## config.mk

```make
export PLATFORM = sky130hd
export DESIGN_NAME = alu_rr_sched_flat
export DESIGN_NICKNAME = d
export VERILOG_FILES = /design/src/rtl/alu_rr_sched_if.sv /design/src/rtl/alu_rr_sched.sv /design/src/flat_wrapper.sv
export SDC_FILE = /design/constraint.sdc
export NUM_CORES = 1
export LEC_CHECK = 0
export ABC_AREA = 1
export BUFFER_PORTS_ARGS = -buffer_cell sky130_fd_sc_hd__buf_2
export CAP_MARGIN = 10
export CORE_ASPECT_RATIO = 1.2
export CORE_MARGIN = 2
export CORE_UTILIZATION = 47
export DETAILED_ROUTE_END_ITERATION = 8
export PLACE_DENSITY = 0.84
export SLEW_MARGIN = 20
export SYNTH_ARGS = -nofsm -noshare
export SYNTH_HDL_FRONTEND = slang
export SYNTH_SLANG_ARGS = --single-unit
```

## constraint.sdc

```tcl
create_clock -name clk -period 1.8 [get_ports clk]
set_input_delay 0.09 -clock clk [delete_from_list [all_inputs] [get_ports clk]]
set_output_delay 0.09 -clock clk [all_outputs]
set_load 0.05 [all_outputs]
```

## src/rtl/alu_rr_sched_if.sv

```systemverilog
`default_nettype none
// ============================================================================
// Module  : alu_rr_sched_if
// Brief   : Request/response and shared-ALU signal bundle for alu_rr_sched.
//           slave = scheduler view, master = requesters plus ALU view.
//           ALU_SCHED_STATS_EN adds the grant/conflict statistic outputs.
// Rev     : 1.0  initial release
// ============================================================================
interface alu_rr_sched_if #(
   parameter int DW  = 7,
   parameter int OPW = 4
);
   logic [1:0]     req_valid;
   logic [1:0]     req_ready;
   logic [DW-1:0]  req0_a;
   logic [DW-1:0]  req0_b;
   logic [OPW-1:0] req0_op;
   logic [DW-1:0]  req1_a;
   logic [DW-1:0]  req1_b;
   logic [OPW-1:0] req1_op;

   logic [1:0]     rsp_valid;
   logic [1:0]     rsp_ready;
   logic [DW-1:0]  rsp_result;
   logic           rsp_carry;
   logic           rsp_zero;
   logic           rsp_err;

   logic [DW-1:0]  alu_a;
   logic [DW-1:0]  alu_b;
   logic [OPW-1:0] alu_op;
   logic [DW-1:0]  alu_result;
   logic           alu_carry;
   logic           alu_zero;

`ifdef ALU_SCHED_STATS_EN
   logic [7:0]     stat_grant0;
   logic [7:0]     stat_grant1;
   logic [7:0]     stat_conflict;
`endif

   modport slave (
      input  req_valid, req0_a, req0_b, req0_op, req1_a, req1_b, req1_op,
      output req_ready,
      output rsp_valid, rsp_result, rsp_carry, rsp_zero, rsp_err,
      input  rsp_ready,
      output alu_a, alu_b, alu_op,
      input  alu_result, alu_carry, alu_zero
`ifdef ALU_SCHED_STATS_EN
      ,
      output stat_grant0, stat_grant1, stat_conflict
`endif
   );

   modport master (
      output req_valid, req0_a, req0_b, req0_op, req1_a, req1_b, req1_op,
      input  req_ready,
      input  rsp_valid, rsp_result, rsp_carry, rsp_zero, rsp_err,
      output rsp_ready,
      input  alu_a, alu_b, alu_op,
      output alu_result, alu_carry, alu_zero
`ifdef ALU_SCHED_STATS_EN
      ,
      input  stat_grant0, stat_grant1, stat_conflict
`endif
   );
endinterface
`default_nettype wire

```

## src/rtl/alu_rr_sched.sv

```systemverilog
`default_nettype none
// ============================================================================
// Module  : alu_rr_sched
// Brief   : Two-requester round-robin scheduler in front of one shared
//           combinational ALU (IDLE -> EXEC -> RESP per operation).
//           Optional macro ALU_SCHED_STATS_EN adds saturating statistics.
// Rev     : 1.0  initial release
// ============================================================================
module alu_rr_sched #(
   parameter int             DW     = 7,
   parameter int             OPW    = 4,
   parameter logic [OPW-1:0] DIV_OP = 4'b1111
) (
   input  logic          clk,
   input  logic          rst_n,
   alu_rr_sched_if.slave bus
);

   typedef enum logic [1:0] {
      S_IDLE = 2'd0,
      S_EXEC = 2'd1,
      S_RESP = 2'd2
   } state_t;

   state_t         r_state;
   state_t         w_state_nxt;
   logic [1:0]     w_req_ready;
   logic [1:0]     w_rsp_valid;
   logic           w_grant;
   logic           w_accept;
   logic           w_release;
   logic           w_div_zero;

   logic           r_owner;
   logic           r_last_grant;
   logic [DW-1:0]  r_alu_a;
   logic [DW-1:0]  r_alu_b;
   logic [OPW-1:0] r_alu_op;
   logic [DW-1:0]  r_rsp_result;
   logic           r_rsp_carry;
   logic           r_rsp_zero;
   logic           r_rsp_err;

   // On a tie the requester that was not served last wins.
   always_comb begin
      case (bus.req_valid)
         2'b01:   w_grant = 1'b0;
         2'b10:   w_grant = 1'b1;
         2'b11:   w_grant = ~r_last_grant;
         default: w_grant = 1'b0;
      endcase
   end

   always_ff @(posedge clk) begin
      if (!rst_n) begin
         r_state <= S_IDLE;
      end else begin
         r_state <= w_state_nxt;
      end
   end

   always_comb begin
      w_state_nxt = r_state;
      w_req_ready = 2'b00;
      w_rsp_valid = 2'b00;
      w_accept    = 1'b0;
      w_release   = 1'b0;
      case (r_state)
         S_IDLE: begin
            if (rst_n && (|bus.req_valid)) begin
               w_accept             = 1'b1;
               w_req_ready[w_grant] = 1'b1;
               w_state_nxt          = S_EXEC;
            end
         end
         S_EXEC: begin
            w_state_nxt = S_RESP;
         end
         S_RESP: begin
            w_rsp_valid[r_owner] = 1'b1;
            if (bus.rsp_ready[r_owner]) begin
               w_release   = 1'b1;
               w_state_nxt = S_IDLE;
            end
         end
         default: begin
            w_state_nxt = S_IDLE;
         end
      endcase
   end

   assign w_div_zero = (r_alu_op == DIV_OP) && (r_alu_b == '0);

   // Operands stay on the ALU until the next grant; results are frozen in RESP.
   always_ff @(posedge clk) begin
      if (!rst_n) begin
         r_owner      <= 1'b0;
         r_last_grant <= 1'b1;
         r_alu_a      <= '0;
         r_alu_b      <= '0;
         r_alu_op     <= '0;
         r_rsp_result <= '0;
         r_rsp_carry  <= 1'b0;
         r_rsp_zero   <= 1'b0;
         r_rsp_err    <= 1'b0;
      end else begin
         if (w_accept) begin
            r_owner  <= w_grant;
            r_alu_a  <= w_grant ? bus.req1_a  : bus.req0_a;
            r_alu_b  <= w_grant ? bus.req1_b  : bus.req0_b;
            r_alu_op <= w_grant ? bus.req1_op : bus.req0_op;
         end
         if (r_state == S_EXEC) begin
            r_rsp_result <= bus.alu_result;
            r_rsp_carry  <= bus.alu_carry;
            r_rsp_zero   <= bus.alu_zero;
            r_rsp_err    <= w_div_zero;
         end
         if (w_release) begin
            r_last_grant <= r_owner;
         end
      end
   end

   assign bus.req_ready  = w_req_ready;
   assign bus.rsp_valid  = w_rsp_valid;
   assign bus.rsp_result = r_rsp_result;
   assign bus.rsp_carry  = r_rsp_carry;
   assign bus.rsp_zero   = r_rsp_zero;
   assign bus.rsp_err    = r_rsp_err;
   assign bus.alu_a      = r_alu_a;
   assign bus.alu_b      = r_alu_b;
   assign bus.alu_op     = r_alu_op;

`ifdef ALU_SCHED_STATS_EN
   logic [7:0] r_stat_grant0;
   logic [7:0] r_stat_grant1;
   logic [7:0] r_stat_conflict;

   always_ff @(posedge clk) begin
      if (!rst_n) begin
         r_stat_grant0   <= 8'd0;
         r_stat_grant1   <= 8'd0;
         r_stat_conflict <= 8'd0;
      end else if (w_accept) begin
         if (!w_grant && (r_stat_grant0 != 8'hFF)) begin
            r_stat_grant0 <= r_stat_grant0 + 8'd1;
         end
         if (w_grant && (r_stat_grant1 != 8'hFF)) begin
            r_stat_grant1 <= r_stat_grant1 + 8'd1;
         end
         if ((&bus.req_valid) && (r_stat_conflict != 8'hFF)) begin
            r_stat_conflict <= r_stat_conflict + 8'd1;
         end
      end
   end

   assign bus.stat_grant0   = r_stat_grant0;
   assign bus.stat_grant1   = r_stat_grant1;
   assign bus.stat_conflict = r_stat_conflict;
`endif

endmodule
`default_nettype wire

```

## src/flat_wrapper.sv

```systemverilog
// flat-port wrapper written by rule: the top's interface ports become plain ports
module alu_rr_sched_flat 
#(
   parameter int             DW     = 7,
   parameter int             OPW    = 4,
   parameter logic [OPW-1:0] DIV_OP = 4'b1111
)
  (clk, rst_n, bus_req_valid, bus_req0_a, bus_req0_b, bus_req0_op, bus_req1_a, bus_req1_b, bus_req1_op, bus_req_ready, bus_rsp_valid, bus_rsp_result, bus_rsp_carry, bus_rsp_zero, bus_rsp_err, bus_rsp_ready, bus_alu_a, bus_alu_b, bus_alu_op, bus_alu_result, bus_alu_carry, bus_alu_zero);
  alu_rr_sched_if #(.DW(DW), .OPW(OPW)) bus_i ();
  input  logic clk;
  input  logic rst_n;
  input wire logic [$bits(bus_i.req_valid)-1:0] bus_req_valid;
  input wire logic [$bits(bus_i.req0_a)-1:0] bus_req0_a;
  input wire logic [$bits(bus_i.req0_b)-1:0] bus_req0_b;
  input wire logic [$bits(bus_i.req0_op)-1:0] bus_req0_op;
  input wire logic [$bits(bus_i.req1_a)-1:0] bus_req1_a;
  input wire logic [$bits(bus_i.req1_b)-1:0] bus_req1_b;
  input wire logic [$bits(bus_i.req1_op)-1:0] bus_req1_op;
  output wire logic [$bits(bus_i.req_ready)-1:0] bus_req_ready;
  output wire logic [$bits(bus_i.rsp_valid)-1:0] bus_rsp_valid;
  output wire logic [$bits(bus_i.rsp_result)-1:0] bus_rsp_result;
  output wire logic [$bits(bus_i.rsp_carry)-1:0] bus_rsp_carry;
  output wire logic [$bits(bus_i.rsp_zero)-1:0] bus_rsp_zero;
  output wire logic [$bits(bus_i.rsp_err)-1:0] bus_rsp_err;
  input wire logic [$bits(bus_i.rsp_ready)-1:0] bus_rsp_ready;
  output wire logic [$bits(bus_i.alu_a)-1:0] bus_alu_a;
  output wire logic [$bits(bus_i.alu_b)-1:0] bus_alu_b;
  output wire logic [$bits(bus_i.alu_op)-1:0] bus_alu_op;
  input wire logic [$bits(bus_i.alu_result)-1:0] bus_alu_result;
  input wire logic [$bits(bus_i.alu_carry)-1:0] bus_alu_carry;
  input wire logic [$bits(bus_i.alu_zero)-1:0] bus_alu_zero;
  assign bus_i.req_valid = bus_req_valid;
  assign bus_i.req0_a = bus_req0_a;
  assign bus_i.req0_b = bus_req0_b;
  assign bus_i.req0_op = bus_req0_op;
  assign bus_i.req1_a = bus_req1_a;
  assign bus_i.req1_b = bus_req1_b;
  assign bus_i.req1_op = bus_req1_op;
  assign bus_req_ready = bus_i.req_ready;
  assign bus_rsp_valid = bus_i.rsp_valid;
  assign bus_rsp_result = bus_i.rsp_result;
  assign bus_rsp_carry = bus_i.rsp_carry;
  assign bus_rsp_zero = bus_i.rsp_zero;
  assign bus_rsp_err = bus_i.rsp_err;
  assign bus_i.rsp_ready = bus_rsp_ready;
  assign bus_alu_a = bus_i.alu_a;
  assign bus_alu_b = bus_i.alu_b;
  assign bus_alu_op = bus_i.alu_op;
  assign bus_i.alu_result = bus_alu_result;
  assign bus_i.alu_carry = bus_alu_carry;
  assign bus_i.alu_zero = bus_alu_zero;
  alu_rr_sched #(.DW(DW), .OPW(OPW), .DIV_OP(DIV_OP)) u_core (.clk(clk), .rst_n(rst_n), .bus(bus_i));
endmodule
```

==> results.yml <==
run_status:
  outcome: "completed"
floorplan:
  rows: 22
  die_y_um: 65.53
  core_area_mm2: 0.003028
  dieArea_mm2: 0.003622
  start_util_pct: 48.97
  io_pins: 83
  die_x_um: 55.27
synthesis:
  syn_avg_cell_area_um2: 6.590
  ys_seq_area_share_pct: 43.21
  yosysMostFrequentCell: "nand2_1"
  netlist_top_cells_count: "84 x nand2_1, 32 x dfxtp_1, 31 x nor2_1, 20 x a21oi_1, 20 x nand3_1"
  synthDistinctLibCells: 15
  synth.top_cells.by_area: "dfxtp_1 43%, nand2_1 21%, nor2_1 7.8%"
  synth.net_count: 276
  async_flop_share_pct: 0
  ys.flop_type: "dfxtp_1"
  synth_area_mm2: 0.001483
  synth_edf_count: 0
  synthCells: 225
  synth_top_area_share_pct: 43.21
  yosys_warnings: 0
  synth_seq_cells: 32
  synth_top_cell_by_area: "dfxtp_1"
worst_hold_path:
  holdCritStartpoint: "bus_alu_zero"
  hold_path_class: "in -> reg"
  hold_path_depth: 3
  whs_endpoint: "u_core.bus.rsp_zero$_SDFFE_PN0N_"
sta:
  drv_slew: 0
  maxSlewHeadroom_pct: 76.87
  timing.fmax_ghz: 0.6158
  fin_ws_ps: 176.1
  final_hold_viol_count: 0
  final.setup.tns_ps: 0
  setup_viol: 0
  grt_setup_unrepaired: "false"
  final.period_utilization_pct: 90.22
  worst_pin_slew_ps: 345.7
  fin_crit_ps: 1624
  fin_hold_ws_ps: 15.58
  fin_skew_ps: 3.473
route:
  drtIter0Drc: 84
  drc: 0
  via_count: 1694
  viasPerCell: 4.924
  detail_route.wl_per_cell_um: 10.51
  drt-total-wl_um: 3616
  dr.pass1.iters: 4
  postRouteAntennaNets: 0
power:
  p_leak_uw: 0.001045
  power_density_mw_per_mm2: 888.6
  power.total_uw: 1743
  peakVddDrop_v: 0.0005564
setup_path:
  cp.required_ps: 1710
  r2r_slack_ps: 590
  worstPathArrival_ps: 1530
  r2r-end: "u_core.bus.rsp_err$_SDFFE_PN0N_"
  crit_buf_inv: 2
  reg2reg_from: "u_core.r_state[1]$_SDFFE_PN0P_"
  cpPeakStageDelay_ps: 330
  path_max_fanout: 10
  cp-start-kind: "flip-flop"
  cp_slowest_cell: "dfxtp_1"
  worstPathCellList: "nor2_1, nand2_2, buf_4, nor2_1, buf_2"
  critical_path.most_common_cell: "nor2_1"
  path_class: "reg -> out"
  critPathTopFamily: "buffers and inverters"
  r2r_cells: 5
  endpoint_kind: "primary output"
cts:
  cts_hold_buffers: 0
  path_clk_slew_ps: 90
  post_cts_buffers: 0
  clock_latency_ps: 330
  cts_resized: 0
  root_buffer: "clkbuf_4"
  clock_path_buffers: 2
  clock_sinks: 32
  numCtsBuffers: 5
  htree_num_levels: 2
  cts_tree: "yes"
final_layout:
  regArea_um2: 640.6
  stdcell_area_mm2: 0.001962
  layout-drive-gt1-share_pct: 32.47
  num-nets-final: 358
  antenna_cells: 0
  fill_cells: 320
  area_growth_pct: 32.32
  multiInputGateArea_um2: 718.2
global_route:
  antenna_found_initial: 0
  first_global_vias: 1519
  gr-usage-all-layers_pct: 21.32
  grt_pass1_wl_um: 6085
  grt_max_degree: 21
  grt_overflow: 0
place:
  io_buffers: 82
  hpwl_um: 2758
  pre_cts_ws_ps: 425.6
  routabilityCongestion: 0.7589
  post_dp_cell_area_mm2: 0.001898
flow_run:
  drv_cap: 0
==> final cells by class <==
type	instances	area share (%)
flip-flops and latches	32	32.65
repair buffers	89	23.60
clock inverters	2	0.5102
well taps	36	2.296
clock buffers	6	2.615
inverters	9	1.722
multi-input cells	170	36.61
==> where the power goes <==
part	switching, uW	internal (uW)	total [uW]
clock	237	186	423
combinational	367	156	523
sequential	32.8	765	798
total	637	1110	1740
==> through the flow <==
step,utilization [%],instances
after global routing,64.79,344
after floorplan,-,225
after global placement,62.69,336
after CTS,64.71,344
final,64.79,344
after detailed placement,62.69,336
==> routing by layer <==
metal	wire, um	global-route usage (%)
met5	0	0
met4	97	14.63
met3	209	5.118
met2	1874	38.54
met1	1435	21.56
==> logic make-up (layout without fill, tap and decap cells) <==
kind of cell,Yosys count,count (layout),synth area share [%]
and+or+nand+nor,137,137,36.71
AOI/OAI and AO/OA,33,33,11.56
DFF,32,32,43.21
buffers and inverters,23,106,8.523
==> tightest hold or removal path: stages <==
cell	delay, ps
buf_2	70
o21ai_0	70
nor2_1	80
==> layout by cell type, fill, tap and decap left out <==
cell / netlist / routed
nand3_1: 20 / 20
clkbuf_8: 0 / 1
a21oi_2: 1 / 1
and2_0: 1 / 1
inv_1: 9 / 9
a21oi_1: 20 / 20
clkinv_2: 0 / 2
dfxtp_1: 32 / 32
nand2_1: 84 / 83
o21ai_0: 11 / 11
o211ai_1: 1 / 1
buf_4: 5 / 7
nor2_1: 31 / 31
clkbuf_4: 0 / 5
nand2_2: 1 / 2
buf_2: 5 / 82
==> state kept, by name, summed over array words and instances (netlist names), 2 cells and up <==
name	count
u_core.bus.alu_a	7
u_core.bus.alu_b	7
u_core.bus.rsp_result	7
u_core.bus.alu_op	4
u_core.r_state	2
==> how the worst max path moves through the flow <==
stage | start | to | depth (start not counted)
floorplan | u_core.r_last_grant$_SDFFE_PN1P_ | bus_req_ready[1] | 4
global route | u_core.r_state[1]$_SDFFE_PN0P_ | bus_req_ready[1] | 5
finish | u_core.r_state[0]$_SDFFE_PN0P_ | bus_req_ready[1] | 5
global placement | rst_n | bus_req_ready[1] | 7
CTS | u_core.r_state[0]$_SDFFE_PN0P_ | bus_req_ready[1] | 5
detailed placement | rst_n | bus_req_ready[1] | 7
(Power assumes the default switching activity.)
